File: src/rtl/pipe_stage_elastic_pkg.sv
// Shared definitions for the elastic pipeline stage.
//   pipe_occ_e : stage occupancy state, also driven out as the 2-bit
//                occupancy count (EMPTY=0, ONE=1, TWO=2).
package pipe_stage_elastic_pkg;

  typedef enum logic [1:0] {
    OCC_EMPTY = 2'd0,
    OCC_ONE   = 2'd1,
    OCC_TWO   = 2'd2
  } pipe_occ_e;

endpackage

File: src/rtl/pipe_stage_elastic_sat_counter.sv
// Saturating up-counter, reusable for perf CSRs.
//   clk, reset : clock, synchronous active-high reset
//   inc        : count one this cycle (ignored once at all-ones)
//   clr        : synchronous clear
//   value      : current count
module sat_counter #(
  parameter int unsigned CNT_W = 32
) (
  input  logic             clk,
  input  logic             reset,
  input  logic             inc,
  input  logic             clr,
  output logic [CNT_W-1:0] value
);

  logic [CNT_W-1:0] value_q;

  always_ff @(posedge clk) begin
    if (reset || clr) begin
      value_q <= '0;
    end else if (inc && (value_q != '1)) begin
      value_q <= value_q + CNT_W'(1);
    end
  end

  assign value = value_q;

endmodule

File: src/rtl/pipe_stage_elastic.sv
// Elastic valid/ready pipeline stage with flush, optional 2-entry skid
// buffer and a saturating stall-cycle counter.
//   clk, reset           : clock, synchronous active-high reset
//   flush                : drop all held entries
//   in_valid/in_ready    : upstream handshake, in_data payload
//   out_valid/out_ready  : downstream handshake, out_data payload
//   out_bubble           : !out_valid
//   occupancy            : entries held (0..2)
//   stall_cnt            : cycles with out_valid && !out_ready, saturating
module pipe_stage_elastic
  import pipe_stage_elastic_pkg::*;
#(
  parameter int unsigned      WIDTH         = 64,
  parameter logic [WIDTH-1:0] RESET_PAYLOAD = '0,
  parameter bit               SKID          = 1'b1,
  parameter int unsigned      CNT_W         = 32
) (
  input  logic             clk,
  input  logic             reset,
  input  logic             flush,
  input  logic             in_valid,
  output logic             in_ready,
  input  logic [WIDTH-1:0] in_data,
  output logic             out_valid,
  input  logic             out_ready,
  output logic [WIDTH-1:0] out_data,
  output logic             out_bubble,
  output logic [1:0]       occupancy,
  output logic [CNT_W-1:0] stall_cnt
);

  pipe_occ_e        state_q, state_d;
  logic [WIDTH-1:0] main_q, main_d;
  logic [WIDTH-1:0] skid_q, skid_d;
  logic             in_ready_q;
  logic             push, pop;

  assign out_valid  = (state_q != OCC_EMPTY);
  assign out_bubble = !out_valid;
  assign out_data   = main_q;
  assign occupancy  = state_q;

  // Skid mode breaks the ready path with a register; the single-entry
  // variant passes downstream ready straight through.
  assign in_ready = SKID ? in_ready_q : (!out_valid || out_ready);

  assign push = in_valid && in_ready;
  assign pop  = out_valid && out_ready;

  always_comb begin
    state_d = state_q;
    main_d  = main_q;
    skid_d  = skid_q;
    unique case (state_q)
      OCC_EMPTY: begin
        if (push) begin
          state_d = OCC_ONE;
          main_d  = in_data;
        end
      end
      OCC_ONE: begin
        if (push && pop) begin
          main_d = in_data;
        end else if (push) begin
          // Only reachable with SKID: in single-register mode a push while
          // full implies out_ready, hence a pop.
          state_d = OCC_TWO;
          skid_d  = in_data;
        end else if (pop) begin
          state_d = OCC_EMPTY;
        end
      end
      OCC_TWO: begin
        if (pop) begin
          state_d = OCC_ONE;
          main_d  = skid_q;
        end
      end
      default: state_d = OCC_EMPTY;
    endcase
    // Flush wins; main keeps its old value so out_data does not change.
    if (flush) begin
      state_d = OCC_EMPTY;
      main_d  = main_q;
      skid_d  = skid_q;
    end
  end

  always_ff @(posedge clk) begin
    if (reset) begin
      state_q    <= OCC_EMPTY;
      main_q     <= RESET_PAYLOAD;
      skid_q     <= RESET_PAYLOAD;
      in_ready_q <= 1'b1;
    end else begin
      state_q    <= state_d;
      main_q     <= main_d;
      skid_q     <= skid_d;
      in_ready_q <= (state_d != OCC_TWO);
    end
  end

  sat_counter #(
    .CNT_W (CNT_W)
  ) u_stall_cnt (
    .clk   (clk),
    .reset (reset),
    .inc   (out_valid && !out_ready),
    .clr   (1'b0),
    .value (stall_cnt)
  );

endmodule

File: config.mk
export PLATFORM = sky130hd
export DESIGN_NAME = pipe_stage_elastic
export DESIGN_NICKNAME = d
export VERILOG_FILES = /design/src/rtl/pipe_stage_elastic_pkg.sv /design/src/rtl/pipe_stage_elastic_sat_counter.sv /design/src/rtl/pipe_stage_elastic.sv
export SDC_FILE = /design/constraint.sdc
export NUM_CORES = 1
export LEC_CHECK = 0
export CORE_ASPECT_RATIO = 2
export CORE_MARGIN = 10
export CORE_UTILIZATION = 43
export DETAILED_ROUTE_END_ITERATION = 7
export GPL_TIMING_DRIVEN = 0
export PLACE_DENSITY = 0.73
export RECOVER_POWER = 50
export SLEW_MARGIN = 20
export SYNTH_ARGS = -nofsm -noshare
export SYNTH_HDL_FRONTEND = slang
export SYNTH_SLANG_ARGS = --single-unit
File: constraint.sdc
create_clock -name clk -period 2.8 [get_ports clk]
set_input_delay 0.7 -clock clk [delete_from_list [all_inputs] [get_ports clk]]
set_output_delay 0.7 -clock clk [all_outputs]
set_load 0.02 [all_outputs]
==> impl_metrics.json <==
{
  "grtUsageTotal": 0.190,
  "clockPowerShare": 0.441,
  "hold_viol_final": 0,
  "core-area_um2": 15700,
  "switching_power_mw": 1.44,
  "ir_drop_v": 0.000404,
  "synthArstFlopShare": 0,
  "fp.dieW_um": 109,
  "synth_edf_count": 0,
  "powerDensity_nw_per_um2": 579,
  "rows": 65,
  "syn_nets": 847,
  "overflow": 0,
  "r2r_start": "u_stall_cnt.value[13]",
  "status": "completed",
  "vias_per_cell": 5.28,
  "cp.required_ps": 2100,
  "drv_cap": 0,
  "p_leak_nw": 3.82,
  "drive_gt1_frac": 0.0746,
  "cts_buffers": 17,
  "drv_slew": 0,
  "final_util": 0.594,
  "die_y_um": 198,
  "hold_buffers": 0,
  "avgSynthCellArea_um2": 8.81,
  "skew_ps": 12.9,
  "worst_pin_slew_ps": 883,
  "root_buffer": "clkbuf_16",
  "cts.reportedPaths.clkPinSlew_ps": 70,
  "hold_start": "skid_q[59]",
  "startpoint_type": "flip-flop",
  "postCtsSetupBuffers": 0,
  "synthCells": 777,
  "nFillCells": 1417,
  "cts_tree": "built",
  "grt_pass1_wl_um": 32500,
  "yosys_warnings": 0,
  "ios": 170,
  "area_growth_pct": 36.1,
  "crit_chain": "buf_2 > or2_2 > inv_1 > clkdlybuf4s50_1",
  "nNetsFinal": 1035,
  "grt_max_degree": 18,
  "place_hpwl_um": 16000,
  "vias": 6235,
  "holdPathStages": 2,
  "power.total_mw": 5.40,
  "drtAntennaViolNets": 0,
  "whs_ps": 452,
  "crit_slowest_cell": "clkdlybuf4s50_1",
  "clockBufferDepth": 2,
  "wirelength_um": 20700,
  "firstDrtPassIters": 4,
  "min_period_ps": 2600,
  "grt_pass1_vias": 6422,
  "finalSetupTns_ps": 0,
  "synth_seq_cells": 163,
  "wire_per_inst_um": 17.5,
  "cts_resized": 0,
  "antenna_found_initial": 1,
  "first_iter_violations": 185,
  "synth_area_um2": 6850,
  "synth_seq_area_share": 0.477,
  "critPathMaxFanout": 10,
  "synthDistinctLibCells": 48,
  "start_util": 0.436,
  "port_buffers": 169,
  "crit_path_end_kind": "primary output",
  "cts-htree-levels": 4,
  "max_freq_ghz": 0.384,
  "clock-sinks": 163,
  "setup_violations": 0,
  "place_congestion": 0.826,
  "arrival_ps": 1900,
  "timing.final.crit_share": 0.930,
  "multiInputGateArea_um2": 3230,
  "switching_share": 0.266,
  "clkLatencyLatePin_ps": 420,
  "synthFlopType": "dfxtp_1",
  "hp-class": "flip-flop to flip-flop",
  "rsz0062_at_grt": "no",
  "reg2regPathDepth": 6,
  "seqCellArea_um2": 3260,
  "critPathKind": "flip-flop to primary output",
  "p_seq_frac": 0.451,
  "die_area_um2": 21700,
  "startpoint": "occupancy[1]",
  "max_slew_margin": 0.407,
  "critical_path.max_stage_delay_ps": 600,
  "drc_errors": 0,
  "intPower_mw": 3.96,
  "p_comb_frac": 0.108
}
layout by cell type, fill, tap and decap left out, types with 17 or more instances in the layout:
master and n:
a21oi_1 90, dlygate4sd3_1 100, clkbuf_16 17, a211oi_1 64
mux2i_1 66, buf_2 18, clkbuf_1 37, nand2_1 141
nor2_1 77, clkdlybuf4s50_1 69, dfxtp_1 163
layout make-up:
| cell class | instances | area share |
|---|---|---|
| inverters | 9 | 0.00363 |
| multi-input cells | 548 | 0.346 |
| well taps | 201 | 0.0270 |
| repair buffers | 169 | 0.182 |
| clock inverters | 14 | 0.0175 |
| plain buffers | 57 | 0.0266 |
| flip-flops and latches | 163 | 0.350 |
| diodes | 1 | 0.000269 |
| clock buffers | 18 | 0.0471 |
synth_stat cells (7+ instances only):
| master | number | area [um2] |
|---|---|---|
| mux2i_1 | 66 | 661 |
| or4_1 | 12 | 90.1 |
| o21ai_0 | 9 | 45.0 |
| dfxtp_1 | 163 | 3260 |
| buf_2 | 19 | 95.1 |
| clkbuf_1 | 34 | 128 |
| a21oi_1 | 90 | 450 |
| inv_1 | 9 | 33.8 |
| a211oi_1 | 64 | 480 |
| or3_1 | 7 | 43.8 |
| nand2_1 | 141 | 529 |
| o31ai_1 | 14 | 105 |
| nand3_1 | 13 | 65.1 |
| nor2_1 | 77 | 289 |
state kept, by name (all words and copies together), names as in the netlist:
| signal | count |
|---|---|
| out_data | 64 |
| u_stall_cnt.value | 32 |
| occupancy | 2 |
| in_ready | 1 |
| skid_q | 64 |
layer usage:
layer  vias to the layer above  routed length [um]  global-route usage
li1                       3120                   -                   -
met1                      2922                7070               0.173
met2                       148               11500               0.361
met3                        45                1280              0.0532
met4                         0                 807               0.101
met5                         -                   0                   0
critical path: cells and delay by family, from the launching register on:
kind                   cells  cell delay [ps]
and+or+nand+nor            1              320
DFF                        1              310
buffers and inverters      3              850
final timing paths:
| kind | to | slack [ps] |
|---|---|---|
| worst min register to register | skid_q[59] | 450 |
| worst max register to register | u_stall_cnt.value[26] | 240 |
| worst min-delay path | skid_q[59] | 450 |
| worst max-delay path | out_bubble | 200 |
cells by family after synthesis:
logic type | count (synthesis) | synth area share
mux | 70 | 0.103
buf+inv | 66 | 0.0442
flops | 163 | 0.477
compound gates | 186 | 0.173
simple gates | 288 | 0.197
fa+ha+maj | 1 | 0.00183
xor+xnor | 3 | 0.00384
power groups by stage:
| stage | Combinational [mW] | Clock [mW] | Sequential (mW) |
|---|---|---|---|
| 2_1_floorplan | 0.203 | 0 | 2.57 |
| 3_3_place_gp | 0.609 | 0 | 2.49 |
| 3_5_place_dp | 0.616 | 0 | 2.49 |
| 4_1_cts | 0.617 | 2.41 | 2.44 |
| 5_1_grt | 0.631 | 2.50 | 2.44 |
| 6_report | 0.584 | 2.38 | 2.44 |
metrics by stage:
step / setup slack, ps / instance area (um2) / cells
detailed placement: -425 / 8790 / 1147
floorplan: 719 / 6850 / 777
global route: 80.8 / 9320 / 1180
CTS: 8.53 / 9390 / 1179
finish: 196 / 9320 / 1180
global placement: -313 / 8790 / 1147
Power figures use the tool's default switching activity.
==> patch, RTL diff (same flow settings) <==
Change the parameter `SKID` from 1'b1 to 1'b0.
--- a/src/rtl/pipe_stage_elastic.sv
+++ b/src/rtl/pipe_stage_elastic.sv
@@ -12,7 +12,7 @@
 #(
   parameter int unsigned      WIDTH         = 64,
   parameter logic [WIDTH-1:0] RESET_PAYLOAD = '0,
-  parameter bit               SKID          = 1'b1,
+  parameter bit               SKID          = 1'b0,
   parameter int unsigned      CNT_W         = 32
 ) (
   input  logic             clk,
Check against the original RTL: not equivalent (a bounded check fails within 4 cycles, from zero or initial values and one cycle with reset high).
==> patch against the unedited design <==
Largest power group unchanged; wire length down 7.0%; worst setup slack better by 0.045 ns; largest cell class unchanged; sequential cell count down 1; clock skew about the same; area after synthesis down 8.2%; power down 3.2%; final area down 5.8%; critical path type is now flip-flop to flip-flop.
==> patch: results (changes against the unedited design) <==
** Outcome
- The flow ran to the end, and the final reports show no timing, DRC or antenna violations.

** Global routing
- The total track usage was 18.98% (-0.032 points).
- Routing usage on met3 :: 5.666% (+0.35 points)
- The number of antenna violations at the first check in global routing is 0 (-1).
- The number of global-route vias before repair came to 5,886 (-8.3%).
- The wire length of the first global-routing pass is 30.66 mm (-5.7%).

** Placement
- The final estimated routing congestion in global placement was 0.9668 (+17%).
- The final HPWL from detailed placement is 15.12 mm (-5.5%).
- Placed cell count :: 1,002 (-13%)

** Layout
- The area fraction of clock buffers and clock inverters was 6.455% (about the same).
- The number of non-clock buffers in the layout is 214 (-5.3%).
- The number of fillers in the final layout was 1,259 (-11%).
- The core utilization of the finished layout is 61.19% (+1.8 points).
- Number of diodes :: 0 (-1)
- The count of clock buffers in the final design came to 19 (+1).
- The number of signal-net inverters in the final layout was 4 (-5).
- The number of nets in the final layout was 899 (-13%).

** Power and ir drop
- The largest voltage drop on the vdd net is 0.5112 mV (+27%).
- The net switching power of the design was 1.325 mW (-7.8%).

** Hold path
- HP Start :: skid_q[57]$_SDFFE_PP0P_
- The path with the worst hold slack has its endpoint at skid_q[57]$_SDFFE_PP0P_.
- The number of stages on the worst hold path is 1 (-1).

** Logic synthesis
- Gate count after technology mapping :: 641 (-18%)
- The commonest cells after synthesis are sky130_fd_sc_hd__dfxtp_1 (162), sky130_fd_sc_hd__nor2_1 (81), sky130_fd_sc_hd__nor2b_1 (70).
- The number of distinct library cell variants in the gate-level netlist after synthesis was 43 (-10%).

** Setup path
- The maximum net fanout on the critical path came to 7 (-3).
- Endpoint of the worst setup timing path :: u_stall_cnt.value[26]$_SDFFE_PP0P_
- Data arrival time of the worst path :: 2.91 ns (+1.01 ns)
- The cell family contributing the most delay on the critical path is simple AND/OR/NAND/NOR gates.
- Delay of the slowest cell on the worst path :: 0.56 ns (-0.04 ns)
- The startpoint identified for the worst register-to-register timing path is u_stall_cnt.value[0]$_SDFFE_PP0P_.

** Timing
- Fmax achieved :: 390.8 MHz (+1.8%)
- The slew at the pin with the worst max-slew slack is 0.9913 ns (+0.1087 ns).
- The worst clock skew was 0.01328 ns (+0.0003455 ns).

** Drt
- The detailed-route vias per instance was 5.336 (+0.98%).
- The detailed-routed wire length on met3 was 1.062 mm (-17%).
- Initial DRC Count :: 126 (-32%)
- The met2 routed wirelength was 10.71 mm (-7.2%).
- The detailed-routing wirelength on met1 is 6.845 mm (-3.1%).
- The final wirelength came to 19.25 mm (-7.0%).
- Count of TritonRoute iterations in the first routing pass :: 5 (+1)
- The average wire length per cell after detail routing was 18.63 um (+6.3%).
[patch: changes by cell type in the layout (fill, tap and decap cells not counted), sizes merged, moves of 4 or more]
cell	unedited run	this run
nand2	141	11
a21oi	90	18
nor2b	4	70
dlygate4sd3	100	66
clkdlybuf4s50	69	101
buf	18	7
inv	18	9
nand4	3	11
o31ai	14	6
nor3	2	8
or4	15	10
a211oi	64	68
[patch: kinds of logic (layout without fill, tap and decap cells)]
kind of cell	count (synthesis)	count (layout)	synth area share, %
flip-flops	162	162	51.63
adder cells (fa/ha/maj)	1	1	0.1992
buffers and inverters	49	249	3.088
multiplexers	69	69	11.06
AO/OA/AOI/OAI	113	113	12.47
XOR/XNOR	7	7	0.9761
AND/OR/NAND/NOR	240	240	20.58
[patch: repair_timing]
action | in CTS | in global routing
hold endpoints to repair | 0 | 0
resized for setup | 1 | 2
setup endpoints to repair | 1 | 7
